### src/rtl/axis_tbcall_pkg.sv
// axis_tbcall_pkg
// Shared definitions for the emulator task-call responder.
//   - state_e       : responder FSM states (IDLE, REQ, WAIT, RET)
//   - *_DEF         : default widths and default host-return timeout
package axis_tbcall_pkg;

  localparam int DATA_W_DEF = 32;
  localparam int ID_W_DEF   = 4;
  localparam int TMO_W_DEF  = 16;

  // Default number of WAIT cycles before a missing host return is forced
  localparam logic [15:0] TMO_CYC_DEF = 16'd4096;

  typedef enum logic [1:0] {
    IDLE = 2'd0,
    REQ  = 2'd1,
    WAIT = 2'd2,
    RET  = 2'd3
  } state_e;

endpackage

### src/rtl/axis_tbcall_resp_tmr.sv
// axis_tbcall_resp_tmr
// Up-counter used as the host-return watchdog.
// Ports:
//   clk, rst_n : clock, asynchronous active-low reset
//   clr_i      : load the counter with zero (wins over en_i)
//   en_i       : advance the counter by one
//   limit_i    : terminal value + 1; zero disables the terminal flag
//   tc_o       : high while the count sits on limit_i-1 and the limit is non-zero
module axis_tbcall_resp_tmr
  import axis_tbcall_pkg::*;
#(
  parameter int W = TMO_W_DEF
) (
  input  logic         clk,
  input  logic         rst_n,
  input  logic         clr_i,
  input  logic         en_i,
  input  logic [W-1:0] limit_i,
  output logic         tc_o
);

  logic [W-1:0] count_q;
  logic [W-1:0] count_d;

  // Next count: clear has priority so the FSM can restart the window
  // on the same cycle it would otherwise keep counting.
  always_comb begin
    count_d = count_q;
    if (clr_i) begin
      count_d = '0;
    end else if (en_i) begin
      count_d = count_q + W'(1);
    end
  end

  always_ff @(posedge clk or negedge rst_n) begin
    if (!rst_n) begin
      count_q <= '0;
    end else begin
      count_q <= count_d;
    end
  end

  // A zero limit means the watchdog never fires.
  assign tc_o = (limit_i != '0) && (count_q == (limit_i - W'(1)));

endmodule

### src/rtl/axis_tbcall_resp.sv
// axis_tbcall_resp
// Responder end of the emulator task-call channel. A one-cycle call strobe
// from an initiator is turned into a host request (valid/ready), the design
// is held stopped until the tagged host return arrives (or the watchdog
// fires), and the return value is handed back with a one-cycle strobe.
// Ports:
//   clk, rst_n                      : clock, asynchronous active-low reset
//   call_req, call_arg              : call strobe and argument from initiator
//   host_req_valid/ready/id/arg     : request channel towards the host
//   host_ret_valid/id/data          : tagged return from the host
//   stop_out                        : holds emulation while a call is open
//   ret_valid, ret_data             : return strobe and value into the design
//   err_timeout, err_id, err_overrun: sticky error flags
//   err_clr                         : clears all sticky flags
module axis_tbcall_resp
  import axis_tbcall_pkg::*;
#(
  parameter int               DATA_W  = DATA_W_DEF,
  parameter int               ID_W    = ID_W_DEF,
  parameter int               TMO_W   = TMO_W_DEF,
  parameter logic [TMO_W-1:0] TMO_CYC = TMO_W'(TMO_CYC_DEF)
) (
  input  logic              clk,
  input  logic              rst_n,
  input  logic              call_req,
  input  logic [DATA_W-1:0] call_arg,
  output logic              host_req_valid,
  input  logic              host_req_ready,
  output logic [ID_W-1:0]   host_req_id,
  output logic [DATA_W-1:0] host_req_arg,
  input  logic              host_ret_valid,
  input  logic [ID_W-1:0]   host_ret_id,
  input  logic [DATA_W-1:0] host_ret_data,
  output logic              stop_out,
  output logic              ret_valid,
  output logic [DATA_W-1:0] ret_data,
  output logic              err_timeout,
  output logic              err_id,
  output logic              err_overrun,
  input  logic              err_clr
);

  state_e            state_q,      state_d;
  logic [ID_W-1:0]   seq_q,        seq_d;
  logic [ID_W-1:0]   tag_q,        tag_d;
  logic [DATA_W-1:0] reqArg_q,     reqArg_d;
  logic              pendFull_q,   pendFull_d;
  logic [DATA_W-1:0] pendArg_q,    pendArg_d;
  logic [DATA_W-1:0] retData_q,    retData_d;
  logic              errTimeout_q, errTimeout_d;
  logic              errId_q,      errId_d;
  logic              errOverrun_q, errOverrun_d;

  logic timerClr;
  logic timerEn;
  logic timerTc;
  logic retMatch;
  logic setTimeout;
  logic setId;
  logic setOverrun;

  // The watchdog only runs while waiting for the host; it is held at zero
  // everywhere else so each WAIT phase starts a fresh window.
  axis_tbcall_resp_tmr #(
    .W (TMO_W)
  ) u_tmr (
    .clk     (clk),
    .rst_n   (rst_n),
    .clr_i   (timerClr),
    .en_i    (timerEn),
    .limit_i (TMO_CYC),
    .tc_o    (timerTc)
  );

  assign retMatch = host_ret_valid && (host_ret_id == tag_q);

  // Next-state logic for the call FSM, the pending slot and error events.
  // Issuing a call always takes the current sequence number as the tag and
  // advances the sequence, whether the call comes straight from call_req
  // or out of the pending slot.
  always_comb begin
    state_d    = state_q;
    seq_d      = seq_q;
    tag_d      = tag_q;
    reqArg_d   = reqArg_q;
    pendFull_d = pendFull_q;
    pendArg_d  = pendArg_q;
    retData_d  = retData_q;
    timerClr   = 1'b0;
    timerEn    = 1'b0;
    setTimeout = 1'b0;
    setId      = 1'b0;
    setOverrun = 1'b0;

    case (state_q)
      IDLE: begin
        timerClr = 1'b1;
        if (call_req) begin
          tag_d    = seq_q;
          seq_d    = seq_q + ID_W'(1);
          reqArg_d = call_arg;
          state_d  = REQ;
        end
      end

      REQ: begin
        timerClr = 1'b1;
        if (host_req_ready) begin
          state_d = WAIT;
        end
      end

      WAIT: begin
        timerEn = 1'b1;
        // A matching return beats a same-cycle timeout.
        if (retMatch) begin
          retData_d = host_ret_data;
          state_d   = RET;
        end else begin
          if (host_ret_valid) begin
            setId = 1'b1;
          end
          if (timerTc) begin
            setTimeout = 1'b1;
            retData_d  = '0;
            state_d    = RET;
          end
        end
      end

      RET: begin
        timerClr = 1'b1;
        // A call arriving in RET with an empty slot is a slot fill that is
        // consumed immediately, so it goes straight out as the next request.
        if (pendFull_q) begin
          tag_d      = seq_q;
          seq_d      = seq_q + ID_W'(1);
          reqArg_d   = pendArg_q;
          pendFull_d = 1'b0;
          state_d    = REQ;
        end else if (call_req) begin
          tag_d    = seq_q;
          seq_d    = seq_q + ID_W'(1);
          reqArg_d = call_arg;
          state_d  = REQ;
        end else begin
          state_d = IDLE;
        end
      end

      default: begin
        state_d = IDLE;
      end
    endcase

    // Calls outside IDLE park in the one-deep slot; a second one is dropped.
    if (call_req && (state_q != IDLE)) begin
      if (pendFull_q) begin
        setOverrun = 1'b1;
      end else if (state_q != RET) begin
        pendFull_d = 1'b1;
        pendArg_d  = call_arg;
      end
    end
  end

  // Sticky errors: a clear in the same cycle as an error event wins and the
  // event is lost.
  always_comb begin
    errTimeout_d = err_clr ? 1'b0 : (errTimeout_q | setTimeout);
    errId_d      = err_clr ? 1'b0 : (errId_q      | setId);
    errOverrun_d = err_clr ? 1'b0 : (errOverrun_q | setOverrun);
  end

  // State registers. Reset discards both the outstanding and pending call.
  always_ff @(posedge clk or negedge rst_n) begin
    if (!rst_n) begin
      state_q      <= IDLE;
      seq_q        <= '0;
      tag_q        <= '0;
      reqArg_q     <= '0;
      pendFull_q   <= 1'b0;
      pendArg_q    <= '0;
      retData_q    <= '0;
      errTimeout_q <= 1'b0;
      errId_q      <= 1'b0;
      errOverrun_q <= 1'b0;
    end else begin
      state_q      <= state_d;
      seq_q        <= seq_d;
      tag_q        <= tag_d;
      reqArg_q     <= reqArg_d;
      pendFull_q   <= pendFull_d;
      pendArg_q    <= pendArg_d;
      retData_q    <= retData_d;
      errTimeout_q <= errTimeout_d;
      errId_q      <= errId_d;
      errOverrun_q <= errOverrun_d;
    end
  end

  // Handshake and stop outputs decode straight from the state register so
  // that reset drops them asynchronously.
  assign host_req_valid = (state_q == REQ);
  assign stop_out       = (state_q == REQ) || (state_q == WAIT);
  assign ret_valid      = (state_q == RET);
  assign host_req_id    = tag_q;
  assign host_req_arg   = reqArg_q;
  assign ret_data       = retData_q;
  assign err_timeout    = errTimeout_q;
  assign err_id         = errId_q;
  assign err_overrun    = errOverrun_q;

endmodule

### config.mk
export PLATFORM = sky130hd
export DESIGN_NAME = axis_tbcall_resp
export DESIGN_NICKNAME = d
export VERILOG_FILES = /design/src/rtl/axis_tbcall_pkg.sv /design/src/rtl/axis_tbcall_resp_tmr.sv /design/src/rtl/axis_tbcall_resp.sv
export SDC_FILE = /design/constraint.sdc
export NUM_CORES = 1
export LEC_CHECK = 0
export CAP_MARGIN = 20
export CORE_MARGIN = 2
export CORE_UTILIZATION = 50
export CTS_CLUSTER_DIAMETER = 100
export DETAILED_ROUTE_END_ITERATION = 7
export GPL_TIMING_DRIVEN = 0
export HOLD_SLACK_MARGIN = 0.1
export PLACE_DENSITY_LB_ADDON = 0.25
export SLEW_MARGIN = 25
export SYNTH_ARGS = -nofsm -noshare
export SYNTH_HDL_FRONTEND = slang
export SYNTH_HIERARCHICAL = 1
export SYNTH_SLANG_ARGS = --single-unit
### constraint.sdc
create_clock -name clk -period 2.9 [get_ports clk]
set_clock_uncertainty 0.1 [all_clocks]
set_input_delay 0.58 -clock clk [delete_from_list [all_inputs] [get_ports clk]]
set_output_delay 0.58 -clock clk [all_outputs]
set_load 0.05 [all_outputs]
==> results.json, run 1 <==
{
  "fin_setup_tns_ns": 0,
  "wire_per_inst_um": 16.58,
  "required_ns": 2.22,
  "num_antenna_cells": 0,
  "hold_path_class": "register to register",
  "wl_met3_um": 1089,
  "ff2ff_path_depth": 9,
  "io-pin-count": 148,
  "drt_iter0_markers": 322,
  "synth.yosys.warnings": 6,
  "status": "finished clean",
  "ir_drop_v": 0.0008954,
  "track_usage_pct": 25.32,
  "dp.cells": 962,
  "rsz0062_at_grt": "no",
  "top_layer": "met4",
  "nFillCells": 885,
  "critPathMaxFanout": 7,
  "finalHoldViolCount": 0,
  "synth.distinct_cells": 51,
  "wl_um": 16510,
  "drive_above_1_share_pct": 11.96,
  "rows": 40,
  "start_kind": "register",
  "synth_flop_cell": "dfrtp_1",
  "slew_violations": 0,
  "finalCriticalPeriod_ns": 2.727,
  "ctsLongestPathBuffers": 2,
  "synth-seq-cells": 126,
  "gp_congestion": 0.7958,
  "cts_tree": "yes",
  "yosysMostFrequentCell": "dfrtp_1",
  "core_region_area_um2": 12110,
  "start_util_pct": 51.85,
  "syn_area_um2": 6280,
  "grt_pass1_vias": 5355,
  "clock_sinks": 126,
  "num-nets-final": 898,
  "dr_total_vias": 5201,
  "grt_overflow": 0,
  "cts_root_buffer": "clkbuf_16",
  "yosysSeqAreaShare_pct": 50.21,
  "vias_per_cell": 5.222,
  "power_density_nw_per_um2": 1007,
  "io_buffers": 147,
  "min_path_cells": 1,
  "async_reset_ff_share_pct": 100.0,
  "hpwl_um": 11270,
  "setup_viol": 0,
  "cap_viol_max_count": 0,
  "drc": 0,
  "synth_top_area_cell": "dfrtp_1",
  "cp-end-kind": "primary output",
  "die_w_um": 116.1,
  "grt_max_degree": 65,
  "area.growth.synth_to_final_pct": 41.66,
  "cp.arrival_ns": 2.05,
  "criticalPathCategory": "register to primary output",
  "design.die.area_um2": 13470,
  "tightest_slew_ns": 0.7337,
  "grt_pass1_wl_um": 26260,
  "cts-htree-levels": 4,
  "synthCells": 574,
  "clkTransAtPathRegs_ns": 0.06,
  "post-route-period-util_pct": 94.02,
  "synth_edf_count": 0,
  "slew_headroom_pct": 51.08,
  "cts_buffers": 17,
  "clock_latency_ns": 0.42,
  "die_y_um": 116.1,
  "wl_met2_um": 8669,
  "final_cells": 996,
  "cellLeakagePower_nw": 3.776,
  "antenna_left": 0,
  "yosys-top-cells-area": "dfrtp_1 50%, mux2_2 6.8%, nor2b_1 6.4%, mux2i_1 5.3%, a221o_1 5.1%",
  "syn_avg_cell_area_um2": 10.94,
  "yosys.area.top_type_share_pct": 50.21,
  "met1Wirelength_um": 6471,
  "fmax_mhz": 366.8,
  "antenna_found_initial": 0,
  "first_pass_iters": 7,
  "synthTopCellsByCount": "126 x dfrtp_1, 64 x nor2b_1, 58 x nor2_1"
}
==> layout by cell type (no fill, tap or decap), drive strengths merged, types with 3 or more instances in the layout <==
cell           synthesis  final
or3                    5      5
nor4                   3      3
and3                   4      4
nor3                  11     11
nand4                  7      7
clkbuf                14     32
nor2                  58     58
clkinvlp               0      5
nand2                 13     13
nand2b                 3      3
inv                   11     17
o21ai                 10     10
conb                   2     74
xor2                  16     16
a221o                 32     32
buf                   17     20
ha                     9      9
mux2                  38     38
xnor2                 21     21
a21oi                 40     40
dfrtp                126    126
nor2b                 64     64
nand3                  8      8
clkdlybuf4s50          0    145
mux2i                 33     33
==> worst max-delay path: stages (launching register included) <==
cell	delay (ns)
dfrtp_1	0.47
ha_1	0.28
clkdlybuf4s50_1	0.88
==> sequential cells by signal, indices dropped and copies added (netlist names), 2 cells and up <==
| register | cells |
|---|---|
| pendArg_q | 32 |
| host_req_id | 4 |
| u_tmr/count_q | 16 |
| ret_data | 32 |
| seq_q | 4 |
| host_req_arg | 32 |
| state_q | 2 |
==> path summary, 6_finish.rpt <==
kind,startpoint,slack (ns),end
hold reg to reg,seq_q[3]$_DFFE_PN0P_,0.39,seq_q[3]$_DFFE_PN0P_
setup / recovery,state_q[1]$_DFFE_PN0P_,0.17,ret_valid
min in group asynchronous,rst_n,0.59,ret_data[2]$_DFFE_PN0P_
setup reg to reg,u_tmr/count_q[4]$_DFFE_PN0P_,0.19,state_q[1]$_DFFE_PN0P_
hold / removal,seq_q[3]$_DFFE_PN0P_,0.39,seq_q[3]$_DFFE_PN0P_
max in group asynchronous,rst_n,1.43,pendArg_q[18]$_DFFE_PN0P_
==> through the flow <==
step	total power [W]	util (%)	hold slack [ns]	area, µm²	worst slack [ns]
global route	0.009395	73.45	0.4199	8896	0.02328
finish	0.008955	73.45	0.3866	8896	0.1734
floorplan	0.005466	-	0.1844	6550	0.4272
CTS	0.008985	73.37	0.3949	8886	0.06755
detailed placement	0.006778	68.23	0.3867	8264	-0.1611
global placement	0.006609	67.96	0.3579	8232	-3.644
==> what timing repair did <==
action / in CTS / in global routing
endpoints found under the hold margin: 62 / 0
pin swaps: 1 / 0
hold buffers: 1 / 0
endpoints found under the setup margin: 32 / 31
setup buffers: 1 / 0
resized for setup: 5 / 2
==> per-layer routing <==
layer	vias to the layer above	track usage (%)
met3	26	7.950
met1	2543	29.67
met5	-	0
met2	187	44.29
met4	0	8.413
li1	2445	-
==> power breakdown <==
group	leakage (nW)	internal (W)	total (W)	switching [W]
clock	0.277	0.00130	0.00215	0.000853
combinational	2.09	0.00154	0.00404	0.00250
sequential	1.41	0.00236	0.00276	0.000403
total	3.78	0.00520	0.00895	0.00376
==> area by class of cell <==
cell class	instances	area [µm²]	share of cell area [%]
multi-input combinational	478	3218	36.17
sequential	126	3153	35.44
timing repair buffer	150	1520	17.09
clock buffer	18	439.2	4.937
tap	168	210.2	2.363
buffer	31	158.9	1.786
clock inverter	14	155.1	1.744
inverter	11	41.29	0.4641
==> cell families after synthesis <==
kind of cell,Yosys count,share of synthesized area [%]
flops,126,50.21
mux,71,12.07
compound gates,100,11.56
fa+ha+maj,9,1.793
buf+inv,42,3.128
other cells,2,0.1196
xor+xnor,37,5.160
simple gates,187,15.96
Note: power is estimated with default switching activity, not from simulation.
==> run 2: changes to the inputs <==
- CORE_ASPECT_RATIO: unset -> 1.2
- TNS_END_PERCENT: unset -> 30
==> run 2 against run 1 <==
Global-route usage is 0.32 points lower. Critical endpoint is now ret_data[24]$_DFFE_PN0P_. Wire length is 2.7% lower. Largest cell class unchanged. Fmax is 0.88% lower. Via count is 1.2% lower.
==> results.json, run 2 (synthesis gave the netlist of run 1 again) <==
{
  "status": "finished clean",
  "wl_um": 16060,
  "num-nets-final": 898,
  "rows": 44,
  "min_path_cells": 1,
  "post-route-period-util_pct": 94.86,
  "max_stage_delay_ns": 0.40,
  "required_ns": 3.10,
  "core_region_area_um2": 12170,
  "rr_endpoint": "ret_data[24]$_DFFE_PN0P_",
  "grt_max_degree": 71,
  "path_cells": "xnor2_1 -> xnor2_1 -> or3_1 -> a21oi_1 -> o211ai_1 -> a211oi_4 -> clkbuf_2 -> nor2b_1 -> a221o_1",
  "gp_congestion": 0.8240,
  "ff2ff_path_depth": 9,
  "design.die.area_um2": 13480,
  "post-route-worst-setup-slack_ns": 0.1492,
  "cts-htree-levels": 4,
  "drc": 0,
  "critical-path-top-delay-family": "compound AO/OA/AOI/OAI gates",
  "dp.cells": 955,
  "min_from": "seq_q[3]$_DFFE_PN0P_",
  "power_density_nw_per_um2": 997.0,
  "grt_pass1_wl_um": 26610,
  "rrSetupSlack_ns": 0.15,
  "ir_drop_v": 0.0007982,
  "grt_pass1_vias": 5497,
  "antenna_found_initial": 0,
  "hold_end": "seq_q[3]$_DFFE_PN0P_",
  "layout_commonest_cell": "clkdlybuf4s50_1",
  "die_y_um": 126.8,
  "r2r-start": "u_tmr/count_q[15]$_DFFE_PN0P_",
  "die_w_um": 106.3,
  "finalHoldViolCount": 0,
  "io-pin-count": 148,
  "hpwl_um": 11390,
  "rsz0062_at_grt": "no",
  "fmax_mhz": 363.5,
  "post-place-ws_ns": -0.2079,
  "cts_tree": "yes",
  "cap_viol_max_count": 0,
  "finalCriticalPeriod_ns": 2.751,
  "first_pass_iters": 5,
  "setup_viol": 0,
  "ctsLongestPathBuffers": 2,
  "clock_sinks": 126,
  "dr_total_vias": 5141,
  "num_antenna_cells": 0,
  "clock_latency_ns": 0.41,
  "area.growth.synth_to_final_pct": 41.14,
  "wire_per_inst_um": 16.24,
  "cellLeakagePower_nw": 3.767,
  "start_kind": "register",
  "drt_iter0_markers": 202,
  "most-common-layout-cells": "145 x clkdlybuf4s50_1, 126 x dfrtp_1, 74 x conb_1, 64 x nor2b_1, 58 x nor2_1",
  "track_usage_pct": 25.01,
  "final_cells": 989,
  "cp_common_cell": "xnor2_1",
  "cts_buffers": 17,
  "start_util_pct": 51.61,
  "cp-end-kind": "register",
  "cp_slowest_cell": "dfrtp_1",
  "grt_overflow": 0,
  "critPathMaxFanout": 10,
  "cp.arrival_ns": 2.95,
  "drive_above_1_share_pct": 11.71,
  "tightest_slew_ns": 0.7401,
  "cts_root_buffer": "clkbuf_16",
  "vias_per_cell": 5.198,
  "hold_path_class": "register to register",
  "criticalPathCategory": "register to register",
  "slew_headroom_pct": 50.66,
  "path_buf_inv": 1,
  "final_util_pct": 72.85,
  "slew_violations": 0,
  "nFillCells": 852,
  "antenna_left": 0,
  "io_buffers": 147,
  "clkTransAtPathRegs_ns": 0.06
}
run 2: changes by cell type in the layout (fill, tap and decap cells not counted), sizes merged:
| cell | before | now |
|---|---|---|
| bufinv | 2 | 1 |
| inv | 17 | 16 |
| clkbuf | 32 | 33 |
| clkinv | 1 | 3 |
| clkinvlp | 5 | 4 |
run 2: what timing repair did:
action | in CTS | in global routing
endpoints found under the hold margin | 56 | 0
buffers inserted | 1 | 0
gates resized for setup | 6 | 1
setup endpoints to repair | 32 | 32
pin swaps | 1 | 1
hold buffers | 1 | 0
run 2: layout make-up:
cell class	instances	area, µm²	share of cell area [%]
clock inverters	13	130.1	1.468
flip-flops and latches	126	3153	35.57
well taps	161	201.4	2.273
repair buffers	150	1520	17.15
plain buffers	31	161.4	1.821
inverters	11	41.29	0.4658
multi-input cells	478	3213	36.25
clock buffers	19	442.9	4.997
run 2: worst max path at each step:
stage | start | to | slack (ns) | depth (start not counted)
4_1_cts | u_tmr/count_q[4]$_DFFE_PN0P_ | ret_data[24]$_DFFE_PN0P_ | 0.003 | 8
5_1_grt | u_tmr/count_q[15]$_DFFE_PN0P_ | ret_data[24]$_DFFE_PN0P_ | 0.03 | 9
2_1_floorplan | u_tmr/count_q[4]$_DFFE_PN0P_ | ret_data[10]$_DFFE_PN0P_ | 0.43 | 8
6_report | u_tmr/count_q[15]$_DFFE_PN0P_ | ret_data[24]$_DFFE_PN0P_ | 0.15 | 9
3_3_place_gp | rst_n | pendArg_q[9]$_DFFE_PN0P_ | -3.65 | 1
3_5_place_dp | u_tmr/count_q[4]$_DFFE_PN0P_ | ret_data[5]$_DFFE_PN0P_ | -0.21 | 8
run 2: where the power goes:
group	switching (W)	internal, W	total, W
Sequential	0.000385	0.00236	0.00274
Combinational	0.00250	0.00154	0.00404
Clock	0.000833	0.00122	0.00205
Total	0.00372	0.00511	0.00884
run 2: per-layer routing:
metal / routed length [µm] / share of wire (%) / track usage (%) / vias up
met2: 8465 / 53 / 45.63 / 148
met3: 1005 / 6.3 / 7.348 / 32
met1: 6225 / 39 / 27.51 / 2523
met4: 362 / 2.3 / 8.669 / 0
met5: 0 / 0 / 0 / -
li1: - / - / - / 2438
run 2: stage by stage:
step                      area, µm²  hold WS, ns  setup TNS, ns  power [W]
final                          8864       0.3710              0   0.008837
after global routing           8864       0.3843              0   0.009324
after CTS                      8859       0.3748              0   0.008894
after detailed placement       8255       0.3675         -5.268   0.006790
after global placement         8223       0.3583        -461.54   0.006632
after floorplan                6550       0.1844              0   0.005466
run 2: worst reg2reg max path: stages, from the launching register on:
cell	delay [ns]
dfrtp_1	0.40
xnor2_1	0.25
xnor2_1	0.13
or3_1	0.35
a21oi_1	0.18
o211ai_1	0.18
a211oi_4	0.34
clkbuf_2	0.30
nor2b_1	0.09
a221o_1	0.31
